## config.mk

```make
export PLATFORM = sky130hd
export DESIGN_NAME = pulse_freq_meter
export DESIGN_NICKNAME = d
export VERILOG_FILES = /design/src/rtl/pulse_freq_meter.sv
export SDC_FILE = /design/constraint.sdc
export NUM_CORES = 1
export LEC_CHECK = 0
export CAP_MARGIN = 20
export CORE_MARGIN = 5
export CORE_UTILIZATION = 48
export CTS_CLUSTER_SIZE = 16
export DETAILED_ROUTE_END_ITERATION = 8
export PLACE_DENSITY = 0.69
export SLEW_MARGIN = 10
export SYNTH_ARGS = -nofsm -noshare
export SYNTH_HDL_FRONTEND = slang
export SYNTH_SLANG_ARGS = --single-unit
```

## constraint.sdc

```tcl
create_clock -name sysclk -period 6.4 [get_ports sysclk]
set_input_delay 1.92 -clock sysclk [delete_from_list [all_inputs] [get_ports sysclk]]
set_output_delay 1.92 -clock sysclk [all_outputs]
set_load 0.005 [all_outputs]
```

## src/rtl/pulse_freq_meter.sv

```systemverilog
// rtl/pulse_freq_meter.sv - averaged period / high-time meter for an async pulse train
module pulse_freq_meter #(
    parameter int CNT_W   = 24,
    parameter int TIMEOUT = 10_000_000,
    parameter int AVG_LOG = 2
) (
    input  logic             sysclk,
    input  logic             reset,
    input  logic             pulse_in,
    output logic [CNT_W-1:0] period,
    output logic [CNT_W-1:0] high_time,
    output logic             meas_valid,
    output logic             signal_lost
);

    localparam int ACC_W = CNT_W + AVG_LOG;
    localparam int SMP_W = AVG_LOG + 1;
    localparam logic [CNT_W-1:0] TO_LAST  = CNT_W'(TIMEOUT - 1);
    localparam logic [SMP_W-1:0] SMP_LAST = SMP_W'((1 << AVG_LOG) - 1);

    typedef enum logic {
        IDLE    = 1'b0,
        MEASURE = 1'b1
    } state_t;

    state_t           state_q, state_d;
    logic             s1_q, s1_d;
    logic             s2_q, s2_d;
    logic             s3_q, s3_d;
    logic [CNT_W-1:0] per_cnt_q, per_cnt_d;
    logic [CNT_W-1:0] hi_cnt_q, hi_cnt_d;
    logic [ACC_W-1:0] p_acc_q, p_acc_d;
    logic [ACC_W-1:0] h_acc_q, h_acc_d;
    logic [SMP_W-1:0] smp_cnt_q, smp_cnt_d;
    logic [CNT_W-1:0] period_q, period_d;
    logic [CNT_W-1:0] high_time_q, high_time_d;
    logic             meas_valid_q, meas_valid_d;
    logic             signal_lost_q, signal_lost_d;

    logic             rise;
    logic [CNT_W-1:0] p_sample;
    logic [ACC_W-1:0] p_sum;
    logic [ACC_W-1:0] h_sum;

    always_comb begin
        state_d       = state_q;
        s1_d          = pulse_in;
        s2_d          = s1_q;
        s3_d          = s2_q;
        per_cnt_d     = per_cnt_q;
        hi_cnt_d      = hi_cnt_q;
        p_acc_d       = p_acc_q;
        h_acc_d       = h_acc_q;
        smp_cnt_d     = smp_cnt_q;
        period_d      = period_q;
        high_time_d   = high_time_q;
        meas_valid_d  = 1'b0;
        signal_lost_d = signal_lost_q;

        rise     = s2_q & ~s3_q;
        // per_cnt never exceeds TIMEOUT-1, so the +1 sample always fits CNT_W
        p_sample = per_cnt_q + CNT_W'(1);
        p_sum    = p_acc_q + ACC_W'(p_sample);
        h_sum    = h_acc_q + ACC_W'(hi_cnt_q);

        case (state_q)
            IDLE: begin
                per_cnt_d = '0;
                hi_cnt_d  = '0;
                p_acc_d   = '0;
                h_acc_d   = '0;
                smp_cnt_d = '0;
                if (rise) begin
                    hi_cnt_d      = CNT_W'(1);
                    signal_lost_d = 1'b0;
                    state_d       = MEASURE;
                end
            end
            MEASURE: begin
                if (rise) begin
                    per_cnt_d = '0;
                    hi_cnt_d  = CNT_W'(1);
                    if (smp_cnt_q == SMP_LAST) begin
                        period_d     = CNT_W'(p_sum >> AVG_LOG);
                        high_time_d  = CNT_W'(h_sum >> AVG_LOG);
                        meas_valid_d = 1'b1;
                        p_acc_d      = '0;
                        h_acc_d      = '0;
                        smp_cnt_d    = '0;
                    end else begin
                        p_acc_d   = p_sum;
                        h_acc_d   = h_sum;
                        smp_cnt_d = smp_cnt_q + SMP_W'(1);
                    end
                end else if (per_cnt_q == TO_LAST) begin
                    state_d       = IDLE;
                    signal_lost_d = 1'b1;
                    per_cnt_d     = '0;
                    hi_cnt_d      = '0;
                    p_acc_d       = '0;
                    h_acc_d       = '0;
                    smp_cnt_d     = '0;
                end else begin
                    per_cnt_d = per_cnt_q + CNT_W'(1);
                    if (s2_q) begin
                        hi_cnt_d = hi_cnt_q + CNT_W'(1);
                    end
                end
            end
            default: begin
                state_d = IDLE;
            end
        endcase
    end

    always_ff @(posedge sysclk or posedge reset) begin
        if (reset) begin
            state_q       <= IDLE;
            s1_q          <= 1'b0;
            s2_q          <= 1'b0;
            s3_q          <= 1'b0;
            per_cnt_q     <= '0;
            hi_cnt_q      <= '0;
            p_acc_q       <= '0;
            h_acc_q       <= '0;
            smp_cnt_q     <= '0;
            period_q      <= '0;
            high_time_q   <= '0;
            meas_valid_q  <= 1'b0;
            signal_lost_q <= 1'b0;
        end else begin
            state_q       <= state_d;
            s1_q          <= s1_d;
            s2_q          <= s2_d;
            s3_q          <= s3_d;
            per_cnt_q     <= per_cnt_d;
            hi_cnt_q      <= hi_cnt_d;
            p_acc_q       <= p_acc_d;
            h_acc_q       <= h_acc_d;
            smp_cnt_q     <= smp_cnt_d;
            period_q      <= period_d;
            high_time_q   <= high_time_d;
            meas_valid_q  <= meas_valid_d;
            signal_lost_q <= signal_lost_d;
        end
    end

    assign period      = period_q;
    assign high_time   = high_time_q;
    assign meas_valid  = meas_valid_q;
    assign signal_lost = signal_lost_q;

endmodule

```

Yosys cells after proc, flatten, opt, wreduce, memory -nomap -nowiden:

Index checks and enable logic that the tools add are counted.

* bits in registers: 157
* output and inout port bits: 50
* input port bits: 3
* logic and storage cells: 60

* bitwise gates (word level): 3
* reductions and logical operators: 2
* muxes and demuxes: 30
* eq/ne operators: 7
* $add $sub $neg: 5

Operators with widths (count)
* 26-bit two-way mux: 5
* 24-bit two-way mux: 5
* 26-bit case mux with 2 select lines: 2
* 24-bit case mux with 2 select lines: 2
* 26-bit by 24-bit adder with 26-bit output: 2
* 24-bit by 1-bit adder with 24-bit output (second input constant): 2
* 24-bit == test (second input constant): 1
* 1-bit two-way mux: 10
* 3-bit two-way mux: 3
* 3-bit case mux with 2 select lines: 1
* 3-bit AND reduction: 2
* 2-bit inequality test (second input constant): 2
* 4-bit by 1-bit inequality test with 1-bit output (second input constant): 1
* 1-bit case mux with 2 select lines: 2
* 3-bit by 1-bit adder with 3-bit output (second input constant): 1
* 3-bit by 2-bit == test with 1-bit output (second input constant): 1
* 3-bit by 1-bit inequality test with 1-bit output (second input constant): 1
* 2-bit by 1-bit inequality test with 1-bit output (second input constant): 1
* 1-bit NOT: 2
* 1-bit bitwise AND: 1

Logic depth before layout (Yosys ltp):

* word-level depth: 5
* gate-level depth with buffers: 15

Least setup slack after synthesis:

Ideal clock, no wire load.

* kind: register to register
* start: register per_cnt_q[2]
* end: register period_q[19], in the netlist period[19]
* arrival time: 3219 ps
* required time: 6275 ps
* path slack: 3056 ps
* period minus slack after synthesis: 3344 ps
* cell stages (with the launch flop): 13
* setup time: 125 ps
* path buffers: 0
* cells stage by stage: dfrtp_1 -> nand4_2 -> nor4b_1 -> nand2_1 -> xnor2_1 -> ha_1 -> a21oi_1 -> nand2_1 -> a221oi_1 -> nand3_1 -> a221oi_1 -> xnor2_1 -> mux2_2

* word-level cells in the longest chain between the ends: 2

Ends and longest elaborated chain
* start, declared: line 30 `logic [CNT_W-1:0] per_cnt_q, per_cnt_d;`
* start signal, assigned: line 136 `per_cnt_q <= per_cnt_d;`
* 24-bit by 1-bit adder with 24-bit output: line 62 `p_sample = per_cnt_q + CNT_W'(1);`
* 26-bit by 24-bit adder with 26-bit output: line 63 `p_sum = p_acc_q + ACC_W'(p_sample);`
* end signal, assigned: line 141 `period_q <= period_d;`
* end, declared: line 35 `logic [CNT_W-1:0] period_q, period_d;`

Every way passes these cells.
A chain may end at the register's enable or synchronous reset.

Final worst setup path:

Same ends and word-level chain as after synthesis.

==> impl_metrics.toml <==
[clock_network]
clockBufferDepth = 2
htreeDepth = 4
postCtsSetupRepairBufs = 0
worstSkewPairLatency_ns = 0.44
cts_resized = 0
numCtsBuffers = 17
cts_root_buffer = "clkbuf_16"
path_clk_slew_ns = 0.07
cts_tree = "done"
postCtsHoldBufs = 0
cts_sinks = 157

[worst_setup_path]
crit_type = "flop to flop"
crit_chain = "nand4_2 > nor4b_1 > nand2_1 > xnor2_1 > ha_1 > a21oi_1 > nand2_1 > a221oi_1 > nand3_1 > a221oi_1 > xnor2_1 > mux2_2"
start_kind = "flop"
cp_slowest_cell = "nor4b_1"
cp_top_family = "simple AND/OR/NAND/NOR gates"
end_kind = "flop"
critical_path_buf_inv_count = 0
critPathRequiredTime_ns = 6.72
critical_path.max_stage_delay_ns = 0.61
crit_arrival_ns = 4.24
worstPathMaxFanout = 6

[placement]
portBuffers = 52
globalplace.congestion = 0.9375
hpwlAfterDp_um = 14640

[cells_and_area]
fin_nets = 1044
drive_above_1_share = 0.06112
fillers = 1652
n_antenna_cell = 0
utilization = 0.5551
area_growth_pct = 14.86

[timing]
max_freq_mhz = 255.0
fin_skew_ns = 0.009288
tns_ns = 0
period_share = 0.6128
finalSetupViolCount = 0
rsz0062_at_grt = "no"
slew_viol_final = 0
maxSlewHeadroom = 0.2962
hold_viol = 0
max_slew.worst_pin.slew_ns = 1.053
period_needed_ns = 3.922

[drt]
wl_um = 21660
drc = 0
wl_per_cell_um = 17.58
drt_iter0_markers = 442
drt_first_pass_iters = 6
routed_via_density = 5.776
num_vias = 7116
antenna_left = 0

[worst_hold_path]
hold_path_class = "flop to flop"

[yosys]
yosys-top-cells-area = "dfrtp_1 44%, ha_1 7.4%, nand2_1 6.4%, xnor2_1 4.6%, xor2_1 3.6%"
ys_ff_latch = 157
netlist_area_sq_um = 8949
seq_area_frac_synth = 0.4390
yosys_warnings = 0
synth_ff_type = "dfrtp_1"
synth_top_area_cell = "dfrtp_1"
async_reset_ff_frac = 1.000
synth_cell_types = 65
yosys.area.top_type_share = 0.4390
syn_area_per_cell_sq_um = 9.469
synth_edf_count = 0
synth_most_common_cell = "dfrtp_1"
synth_cells = 945
synth.net_count = 1003
netlist_top_cells_count = "157 x dfrtp_1, 152 x nand2_1, 64 x o21ai_0"

[die]
start_util = 0.4832
io_pins = 53
die_area_sq_um = 21470
die_x_um = 146.5
die_y_um = 146.5
core_sq_um = 18520
num_rows = 50

[global_routing]
grt_antenna_before_repair = 0
grt_max_degree = 96
grt_pass1_wl_um = 36430
grtUsageTotal = 0.2070
grt_pass1_vias = 7049
grt-ovfl-total = 0

[flow_run]
maxCapViolations = 0

[power_and_ir_drop]
p_leak_nw = 4.956
p_total_w = 0.002654
ir_drop_v = 0.0002512
power_density_nw_per_um2 = 258.2

[status]
status = "finished clean"
metal layers:
metal / GRT usage / up-vias / share of wire
met5: 0 / - / 0
met4: 0.05691 / 0 / 0.014
met3: 0.03383 / 29 / 0.040
met2: 0.3255 / 183 / 0.45
met1: 0.2981 / 3465 / 0.49
li1: - / 3439 / -
cells by family (layout without fill, tap and decap cells):
family | after synthesis | count (layout) | synth area share
AO/OA/AOI/OAI | 223 | 223 | 0.1655
flip-flops | 157 | 157 | 0.4390
buffers and inverters | 61 | 114 | 0.02950
AND/OR/NAND/NOR | 351 | 351 | 0.1881
multiplexers | 14 | 14 | 0.01706
XOR/XNOR | 84 | 84 | 0.08221
adder cells (fa/ha/maj) | 55 | 55 | 0.07858
sequential cells by signal, indices dropped and copies added, names as in the netlist:
signal / flops
s2_q: 1
hi_cnt_q: 24
smp_cnt_q: 3
meas_valid: 1
state_q: 1
high_time: 24
per_cnt_q: 24
period: 24
signal_lost: 1
p_acc_q: 26
s3_q: 1
s1_q: 1
h_acc_q: 26
path summary, 6_finish.rpt:
check                      slack (ns)                      end              startpoint  depth (start not counted)
hold / removal                   0.37           s2_q$_DFF_PP0_          s1_q$_DFF_PP0_                          0
max in group asynchronous        3.35  h_acc_q[22]$_DFFE_PP0P_                   reset                          3
min in group asynchronous        2.05           s3_q$_DFF_PP0_                   reset                          2
setup reg to reg                 2.48   period[19]$_DFFE_PP0P_  per_cnt_q[2]$_DFF_PP0_                         12
setup / recovery                 2.48   period[19]$_DFFE_PP0P_  per_cnt_q[2]$_DFF_PP0_                         12
hold reg to reg                  0.37           s2_q$_DFF_PP0_          s1_q$_DFF_PP0_                          0
placed cells by master, fill, tap and decap left out, types with 23 or more instances in the layout:
cell / Yosys / routed
a21oi_1: 50 / 50
o21ai_0: 64 / 64
nand3_1: 36 / 35
nor2_1: 52 / 51
ha_1: 53 / 53
xnor2_1: 47 / 47
xor2_1: 37 / 37
nand2_1: 152 / 152
and2_1: 26 / 26
clkdlybuf4s50_1: 0 / 52
a22o_1: 33 / 33
dfrtp_1: 157 / 157
inv_1: 24 / 23
power by group:
part | internal (W) | switching (W)
combinational | 0.000182 | 0.000251
clock | 0.000664 | 0.000436
sequential | 0.00106 | 0.0000574
total | 0.00191 | 0.000743
area by class of cell:
| cell class | count | area (sq um) | share of cell area |
|---|---|---|---|
| Clock buffer | 18 | 439.2 | 0.04273 |
| Clock inverter | 13 | 190.2 | 0.01850 |
| Inverter | 25 | 98.84 | 0.009617 |
| Multi-Input combinational cell | 727 | 4763 | 0.4634 |
| Sequential cell | 157 | 3929 | 0.3822 |
| Tap cell | 234 | 292.8 | 0.02848 |
| Timing Repair Buffer | 58 | 565.5 | 0.05502 |
through the flow:
stage	worst slack, ns	cell area (sq um)	cells	hold slack (ns)
after floorplan	0.2451	8949	945	0.3312
after CTS	2.469	10280	1232	0.3661
after global routing	2.125	10280	1232	0.3787
after global placement	2.560	9649	1201	0.3511
after detailed placement	2.492	9649	1201	0.3444
final	2.478	10280	1232	0.3655
worst reg2reg max path: cells and delay by family, from the launching register on:
kind,cells,cell delay [ns]
simple gates,5,1.32
compound gates,3,1.08
flops,1,0.44
fa+ha+maj,1,0.39
xor+xnor,2,0.30
mux,1,0.28
Power figures use the tool's default switching activity.
